==> src/rtl/mngr_test_agent_if.sv <==
// Manager streaming port bundle: mngr2proc (agent -> core) and proc2mngr (core -> agent).
// The master modport is the agent side, the slave modport is the core side.
interface mngr_test_agent_if;
   logic [31:0] mngr2proc_msg;
   logic        mngr2proc_val;
   logic        mngr2proc_rdy;
   logic [31:0] proc2mngr_msg;
   logic        proc2mngr_val;
   logic        proc2mngr_rdy;

   modport master (
      output mngr2proc_msg, mngr2proc_val,
      input  mngr2proc_rdy,
      input  proc2mngr_msg, proc2mngr_val,
      output proc2mngr_rdy
   );

   modport slave (
      input  mngr2proc_msg, mngr2proc_val,
      output mngr2proc_rdy,
      output proc2mngr_msg, proc2mngr_val,
      input  proc2mngr_rdy
   );
endinterface

==> src/rtl/mngr_test_agent.sv <==
// Test-side manager endpoint: streams a preloaded source table and checks the core's replies
// against a preloaded sink table. Define MNGR_AGENT_RAND_DELAY_EN for LFSR-driven port stalls.
module mngr_test_agent #(
   parameter int SRC_DEPTH = 16,
   parameter int SNK_DEPTH = 16,
   localparam int SRC_AW = $clog2(SRC_DEPTH),
   localparam int SNK_AW = $clog2(SNK_DEPTH),
   localparam int LD_AW  = $clog2((SRC_DEPTH > SNK_DEPTH) ? SRC_DEPTH : SNK_DEPTH)
) (
   input  logic                 clk,
   input  logic                 rst_n,
   input  logic                 ld_src_val,
   input  logic                 ld_snk_val,
   input  logic [LD_AW-1:0]     ld_addr,
   input  logic [31:0]          ld_data,
   input  logic [SRC_AW:0]      src_num,
   input  logic [SNK_AW:0]      snk_num,
   input  logic                 start,
   mngr_test_agent_if.master    mngr,
   output logic                 done,
   output logic                 pass,
   output logic [SNK_AW-1:0]    err_idx,
   output logic [31:0]          err_data
);

   typedef enum logic [1:0] {IDLE, RUN, DONE, FAIL} state_t;

   localparam logic [SRC_AW:0] SRC_MAX    = (SRC_AW+1)'(SRC_DEPTH);
   localparam logic [SNK_AW:0] SNK_MAX    = (SNK_AW+1)'(SNK_DEPTH);
   localparam logic [LD_AW:0]  SRC_LD_LIM = (LD_AW+1)'(SRC_DEPTH);
   localparam logic [LD_AW:0]  SNK_LD_LIM = (LD_AW+1)'(SNK_DEPTH);

   state_t            state, state_nxt;
   logic [31:0]       src_tbl [SRC_DEPTH];
   logic [31:0]       snk_tbl [SNK_DEPTH];
   logic [SRC_AW:0]   src_ptr, src_ptr_nxt, src_cnt;
   logic [SNK_AW:0]   snk_ptr, snk_ptr_nxt, snk_cnt;
   logic              src_avail, snk_avail;
   logic              src_val, snk_rdy;
   logic              src_fire, snk_fire, mismatch;
   logic              launch;

   assign launch    = start && (state != RUN);
   assign src_avail = (state == RUN) && (src_ptr < src_cnt);
   assign snk_avail = (state == RUN) && (snk_ptr < snk_cnt);

`ifdef MNGR_AGENT_RAND_DELAY_EN
   logic [15:0] lfsr;
   logic        src_stall, snk_stall;

   assign src_val = src_avail && !src_stall;
   assign snk_rdy = snk_avail && !snk_stall;

   // The source stall bit is only resampled while val is low or just handshook, so a pending message never drops
   always_ff @(posedge clk or negedge rst_n) begin
      if (!rst_n) begin
         lfsr      <= 16'hACE1;
         src_stall <= 1'b0;
         snk_stall <= 1'b0;
      end else if (launch) begin
         lfsr      <= 16'hACE1;
         src_stall <= 1'b0;
         snk_stall <= 1'b0;
      end else begin
         lfsr      <= {lfsr[14:0], lfsr[15] ^ lfsr[13] ^ lfsr[12] ^ lfsr[10]};
         if (!src_val || src_fire)
            src_stall <= lfsr[0];
         snk_stall <= lfsr[7];
      end
   end
`else
   assign src_val = src_avail;
   assign snk_rdy = snk_avail;
`endif

   assign mngr.mngr2proc_val = src_val;
   assign mngr.mngr2proc_msg = src_val ? src_tbl[src_ptr[SRC_AW-1:0]] : 32'h0;
   assign mngr.proc2mngr_rdy = snk_rdy;

   assign src_fire = src_val && mngr.mngr2proc_rdy;
   assign snk_fire = snk_rdy && mngr.proc2mngr_val;
   assign mismatch = snk_fire && (mngr.proc2mngr_msg != snk_tbl[snk_ptr[SNK_AW-1:0]]);

   assign src_ptr_nxt = src_ptr + {{SRC_AW{1'b0}}, src_fire};
   assign snk_ptr_nxt = snk_ptr + {{SNK_AW{1'b0}}, snk_fire && !mismatch};

   assign done = (state == DONE) || (state == FAIL);
   assign pass = (state == DONE);

   always_ff @(posedge clk or negedge rst_n) begin
      if (!rst_n)
         state <= IDLE;
      else
         state <= state_nxt;
   end

   // Completion looks at the post-transfer pointers so done rises the cycle after the last handshake
   always_comb begin
      state_nxt = state;
      case (state)
         IDLE:       if (start) state_nxt = RUN;
         RUN: begin
            if (mismatch)
               state_nxt = FAIL;
            else if ((src_ptr_nxt == src_cnt) && (snk_ptr_nxt == snk_cnt))
               state_nxt = DONE;
         end
         DONE, FAIL: if (start) state_nxt = RUN;
         default:    state_nxt = IDLE;
      endcase
   end

   always_ff @(posedge clk or negedge rst_n) begin
      if (!rst_n) begin
         src_ptr  <= '0;
         snk_ptr  <= '0;
         src_cnt  <= '0;
         snk_cnt  <= '0;
         err_idx  <= '0;
         err_data <= '0;
      end else if (launch) begin
         src_ptr  <= '0;
         snk_ptr  <= '0;
         src_cnt  <= (src_num > SRC_MAX) ? SRC_MAX : src_num;
         snk_cnt  <= (snk_num > SNK_MAX) ? SNK_MAX : snk_num;
         err_idx  <= '0;
         err_data <= '0;
      end else if (state == RUN) begin
         src_ptr <= src_ptr_nxt;
         snk_ptr <= snk_ptr_nxt;
         if (mismatch) begin
            err_idx  <= snk_ptr[SNK_AW-1:0];
            err_data <= mngr.proc2mngr_msg;
         end
      end
   end

   // Tables have no reset so their contents survive a mid-run reset
   always_ff @(posedge clk) begin
      if (ld_src_val && (state != RUN) && ({1'b0, ld_addr} < SRC_LD_LIM))
         src_tbl[ld_addr[SRC_AW-1:0]] <= ld_data;
      if (ld_snk_val && (state != RUN) && ({1'b0, ld_addr} < SNK_LD_LIM))
         snk_tbl[ld_addr[SNK_AW-1:0]] <= ld_data;
   end

endmodule

==> src/flat_wrapper.sv <==
// flat-port wrapper written by rule: the top's interface ports become plain ports
module mngr_test_agent_flat 
#(
   parameter int SRC_DEPTH = 16,
   parameter int SNK_DEPTH = 16,
   localparam int SRC_AW = $clog2(SRC_DEPTH),
   localparam int SNK_AW = $clog2(SNK_DEPTH),
   localparam int LD_AW  = $clog2((SRC_DEPTH > SNK_DEPTH) ? SRC_DEPTH : SNK_DEPTH)
)
  (clk, rst_n, ld_src_val, ld_snk_val, ld_addr, ld_data, src_num, snk_num, start, done, pass, err_idx, err_data, mngr_mngr2proc_msg, mngr_mngr2proc_val, mngr_mngr2proc_rdy, mngr_proc2mngr_msg, mngr_proc2mngr_val, mngr_proc2mngr_rdy);
  mngr_test_agent_if mngr_i ();
  input  logic clk;
  input  logic rst_n;
  input  logic ld_src_val;
  input  logic ld_snk_val;
  input  logic [LD_AW-1:0] ld_addr;
  input  logic [31:0] ld_data;
  input  logic [SRC_AW:0] src_num;
  input  logic [SNK_AW:0] snk_num;
  input  logic start;
  output logic done;
  output logic pass;
  output logic [SNK_AW-1:0] err_idx;
  output logic [31:0] err_data;
  output wire logic [$bits(mngr_i.mngr2proc_msg)-1:0] mngr_mngr2proc_msg;
  output wire logic [$bits(mngr_i.mngr2proc_val)-1:0] mngr_mngr2proc_val;
  input wire logic [$bits(mngr_i.mngr2proc_rdy)-1:0] mngr_mngr2proc_rdy;
  input wire logic [$bits(mngr_i.proc2mngr_msg)-1:0] mngr_proc2mngr_msg;
  input wire logic [$bits(mngr_i.proc2mngr_val)-1:0] mngr_proc2mngr_val;
  output wire logic [$bits(mngr_i.proc2mngr_rdy)-1:0] mngr_proc2mngr_rdy;
  assign mngr_mngr2proc_msg = mngr_i.mngr2proc_msg;
  assign mngr_mngr2proc_val = mngr_i.mngr2proc_val;
  assign mngr_i.mngr2proc_rdy = mngr_mngr2proc_rdy;
  assign mngr_i.proc2mngr_msg = mngr_proc2mngr_msg;
  assign mngr_i.proc2mngr_val = mngr_proc2mngr_val;
  assign mngr_proc2mngr_rdy = mngr_i.proc2mngr_rdy;
  mngr_test_agent #(.SRC_DEPTH(SRC_DEPTH), .SNK_DEPTH(SNK_DEPTH)) u_core (.clk(clk), .rst_n(rst_n), .ld_src_val(ld_src_val), .ld_snk_val(ld_snk_val), .ld_addr(ld_addr), .ld_data(ld_data), .src_num(src_num), .snk_num(snk_num), .start(start), .mngr(mngr_i), .done(done), .pass(pass), .err_idx(err_idx), .err_data(err_data));
endmodule
==> config.mk <==
export PLATFORM = sky130hd
export DESIGN_NAME = mngr_test_agent_flat
export DESIGN_NICKNAME = d
export VERILOG_FILES = /design/src/rtl/mngr_test_agent_if.sv /design/src/rtl/mngr_test_agent.sv /design/src/flat_wrapper.sv
export SDC_FILE = /design/constraint.sdc
export NUM_CORES = 1
export LEC_CHECK = 0
export BUFFER_PORTS_ARGS = -buffer_cell sky130_fd_sc_hd__buf_2
export CAP_MARGIN = 20
export CORE_UTILIZATION = 60
export CTS_CLUSTER_DIAMETER = 40
export CTS_CLUSTER_SIZE = 12
export DETAILED_ROUTE_END_ITERATION = 16
export PLACE_DENSITY = 0.76
export SKIP_CTS_REPAIR_TIMING = 1
export SYNTH_ARGS = -nofsm -noshare
export SYNTH_HDL_FRONTEND = slang
export SYNTH_SLANG_ARGS = --single-unit
==> constraint.sdc <==
create_clock -name clk -period 11.9 [get_ports clk]
set_clock_uncertainty 0.15 [all_clocks]
set_input_delay 0.595 -clock clk [delete_from_list [all_inputs] [get_ports clk]]
set_output_delay 0.595 -clock clk [all_outputs]
set_load 0.01 [all_outputs]
==> impl_metrics.yaml <==
status:
  status: "finished, final reports clean"
logic_synthesis:
  synthCells: 2018
  synth_nets: 2115
  ys_ff_latch: 1082
  synth_flop_cell: "edfxtp_1"
  synthesis.area_mm2: 0.0427
  avgSynthCellArea_um2: 21.2
  yosys.cell_types.count: 51
  yosysSeqAreaShare_pct: 75.4
  yosys_warnings: 0
  synth_edf_count: 1024
  ys_async_sr_fraction_pct: 5.36
setup_path:
  ff2ff_path_depth: 17
  critPathLaunchType: "register"
  critPathMaxFanout: 120
  end_kind: "register"
  r2r_slack_ps: 6220
  path_class: "reg2reg"
  cp.arrival_ps: 6080
  required_ps: 12300
  worstReg2RegEnd: "u_core.state[0]"
  crit-reg2reg-launch: "u_core.snk_ptr[0]"
detailed_routing:
  ant_nets: 0
  post-route-drc-count: 0
  routed-via-count: 21407
  drt_wl_total_um: 101000
  wl_per_cell_um: 31.0
  drt_iter0_drc: 2639
  firstDrtPassIters: 5
  viasPerCell: 6.54
sta:
  finalMaxSlewViolations: 0
  hold_viol_final: 0
  min_period_over_period_pct: 47.7
  setup_viol: 0
  max_freq_mhz: 176
  min_period_ps: 5680
  slew_headroom_pct: 32.2
  tns_ps: 0
  hold_slack_ps: 39.8
  tightest_slew_ps: 1020
  rsz0062_at_grt: "false"
placement:
  dp_hpwl_um: 54000
  globalplace.congestion: 0.810
  port_buffers: 156
clock_network:
  path_clk_slew_ps: 60
  tritoncts: "built"
  root_buffer: "clkbuf_16"
  cts.sinks: 1082
  worstSkewPairLatency_ps: 700
  h-tree-depth: 3
  clock_path_buffers: 3
  cts_inserted_buffers: 120
global_route:
  track_usage_pct: 29.0
  grt_pass1_wl_um: 147000
  antenna_found_initial: 3
  grt_pass1_vias: 21886
  overflow: 0
  grt_max_degree: 121
power:
  leakagePower_nw: 15.8
  switching_share_pct: 24.9
  p_per_area_mw_per_mm2: 192
  intPower_w: 0.00698
  p_switching_w: 0.00232
  p_clk_share_pct: 38.2
  pwr-share-comb_pct: 14.2
  ir_worst_vdd_v: 0.000149
  p_seq_share_pct: 47.6
hold_path:
  min_to: "u_core.err_data[8]"
  min_from: "mngr_proc2mngr_msg[8]"
  min_path_cells: 3
  hold_path.class: "in2reg"
cells_and_area:
  final_nets: 2345
  drive_above_1_share_pct: 30.0
  areaGrowthSynthToFinish_pct: 13.6
die:
  core_mm2: 0.0703
  chipWidth_um: 269
  ios: 157
  std_cell_rows: 97
  die_area_mm2: 0.0723
  die_h_um: 269
  initial_core_util_pct: 60.8
job:
  drv_cap: 0
[routing by layer]
layer,GRT usage (%),share of wire (%),vias to the layer above,wire length (um)
li1,-,-,8680,-
met1,40.5,38,11300,38700
met2,48.2,51,1241,51200
met3,4.46,8.5,184,8630
met4,8.77,2.7,2,2750
met5,0,0.0089,-,9
[registers in the layout, summed over array words and instances (netlist names)]
signal           flops
u_core.err_data     32
u_core.src_cnt       5
u_core.src_tbl     512
u_core.snk_ptr       5
u_core.snk_tbl     512
u_core.snk_cnt       5
u_core.err_idx       4
u_core.src_ptr       5
u_core.state         2
[through the flow]
step                      cells  cell area (um^2)  utilization (%)  total power [W]  setup slack, ps
after floorplan            2018             42700                -          0.00532             7610
after global placement     3063             44700             63.6          0.00578             6280
after detailed placement   3063             44700             63.6          0.00581             6280
after CTS                  3267             48500             69.0          0.00934             6230
after global routing       3270             48500             69.0          0.00960             5860
final                      3271             48500             69.0          0.00930             6220
[Yosys cell counts (6+ instances only)]
master    count  area share [%]
edfxtp_1   1024              72
mux4_2      267              14
mux2i_1      97             2.3
xnor2_1      76             1.6
nand2_1      65            0.57
nor2_1       63            0.55
dfrtp_1      58             3.4
clkbuf_1     46            0.40
inv_1        43            0.38
nor2b_1      38            0.56
o21ai_0      31            0.36
nand2b_1     19            0.28
buf_1        18            0.16
buf_2        14            0.16
ha_1         12            0.35
nor3_1       12            0.14
nand4_1      11            0.16
a221oi_1     10            0.21
a22o_1        8            0.16
buf_12        8            0.37
nor4_1        8            0.12
or3_1         8            0.12
nand3_1       7           0.082
o22ai_1       7            0.10
o31ai_1       6            0.11
[final cells by class]
cell class	instances	area (um^2)
Sequential cell	1082	32200
Fill cell	4179	21800
Multi-Input combinational cell	793	9960
Clock buffer	144	3230
Timing Repair Buffer	206	1180
Tap cell	940	1180
Clock inverter	60	579
Inverter	45	169
Antenna cell	1	2.50
[cells in the final DEF, fill, tap and decap left out, types with 8 or more instances in the layout]
cell type	Yosys	final
edfxtp_1	1024	1024
mux4_2	267	267
buf_2	14	156
clkbuf_16	0	126
mux2i_1	97	97
xnor2_1	76	76
nand2_1	65	64
dfrtp_1	58	51
buf_4	2	47
inv_1	43	43
nor2_1	63	39
nor2b_1	38	37
o21ai_0	31	31
nor2_4	0	24
nand2b_1	19	19
clkinv_1	1	17
clkbuf_1	46	17
clkinv_2	0	14
ha_1	12	12
nand4_1	11	11
a221oi_1	10	10
nor4_1	8	8
a22o_1	8	8
or3_1	8	8
nor3_2	0	8
[critical path, stage by stage, from the launching register on]
cell and delay (ps):
dfrtp_4 850, buf_12 770, mux4_2 610, xnor2_1 140, nor4_1 380, a21oi_1 130, nor4_1 310, o211ai_1 250
nor2_1 160, and3_1 250, ha_1 220, ha_1 270, xnor2_1 190, nand4_1 110, nor3_1 220, o2111ai_1 180
o21ai_0 120, nand2_1 70
[power by group through the flow]
stage | Clock (W) | Combinational [W] | Sequential [W]
after global routing | 0.00373 | 0.00142 | 0.00445
after CTS | 0.00358 | 0.00132 | 0.00443
after global placement | 0 | 0.00128 | 0.00450
after floorplan | 0 | 0.000864 | 0.00446
final | 0.00355 | 0.00132 | 0.00443
after detailed placement | 0 | 0.00130 | 0.00451
[cell families (layout without fill, tap and decap cells)]
family | after synthesis | count (layout) | synth area share, %
compound gates | 85 | 85 | 1.46
xor+xnor | 81 | 81 | 1.66
fa+ha+maj | 12 | 12 | 0.352
buf+inv | 143 | 455 | 1.84
flops | 1082 | 1082 | 75.4
mux | 366 | 366 | 16.4
other cells | 0 | 1 | 0
simple gates | 249 | 249 | 2.88
[worst max-delay path by stage]
stage	startpoint	end	slack [ps]	cells after the start
global route	u_core.snk_ptr[0]	u_core.state[0]	5860	17
finish	u_core.snk_ptr[0]	u_core.state[0]	6220	17
floorplan	ld_addr[0]	u_core.snk_tbl[1][0]	7610	4
CTS	u_core.snk_ptr[0]	u_core.state[0]	6230	17
detailed placement	u_core.snk_ptr[0]	u_core.state[0]	6280	17
global placement	u_core.snk_ptr[0]	u_core.state[0]	6280	17
No activity file was read; power rests on OpenSTA's default activity.
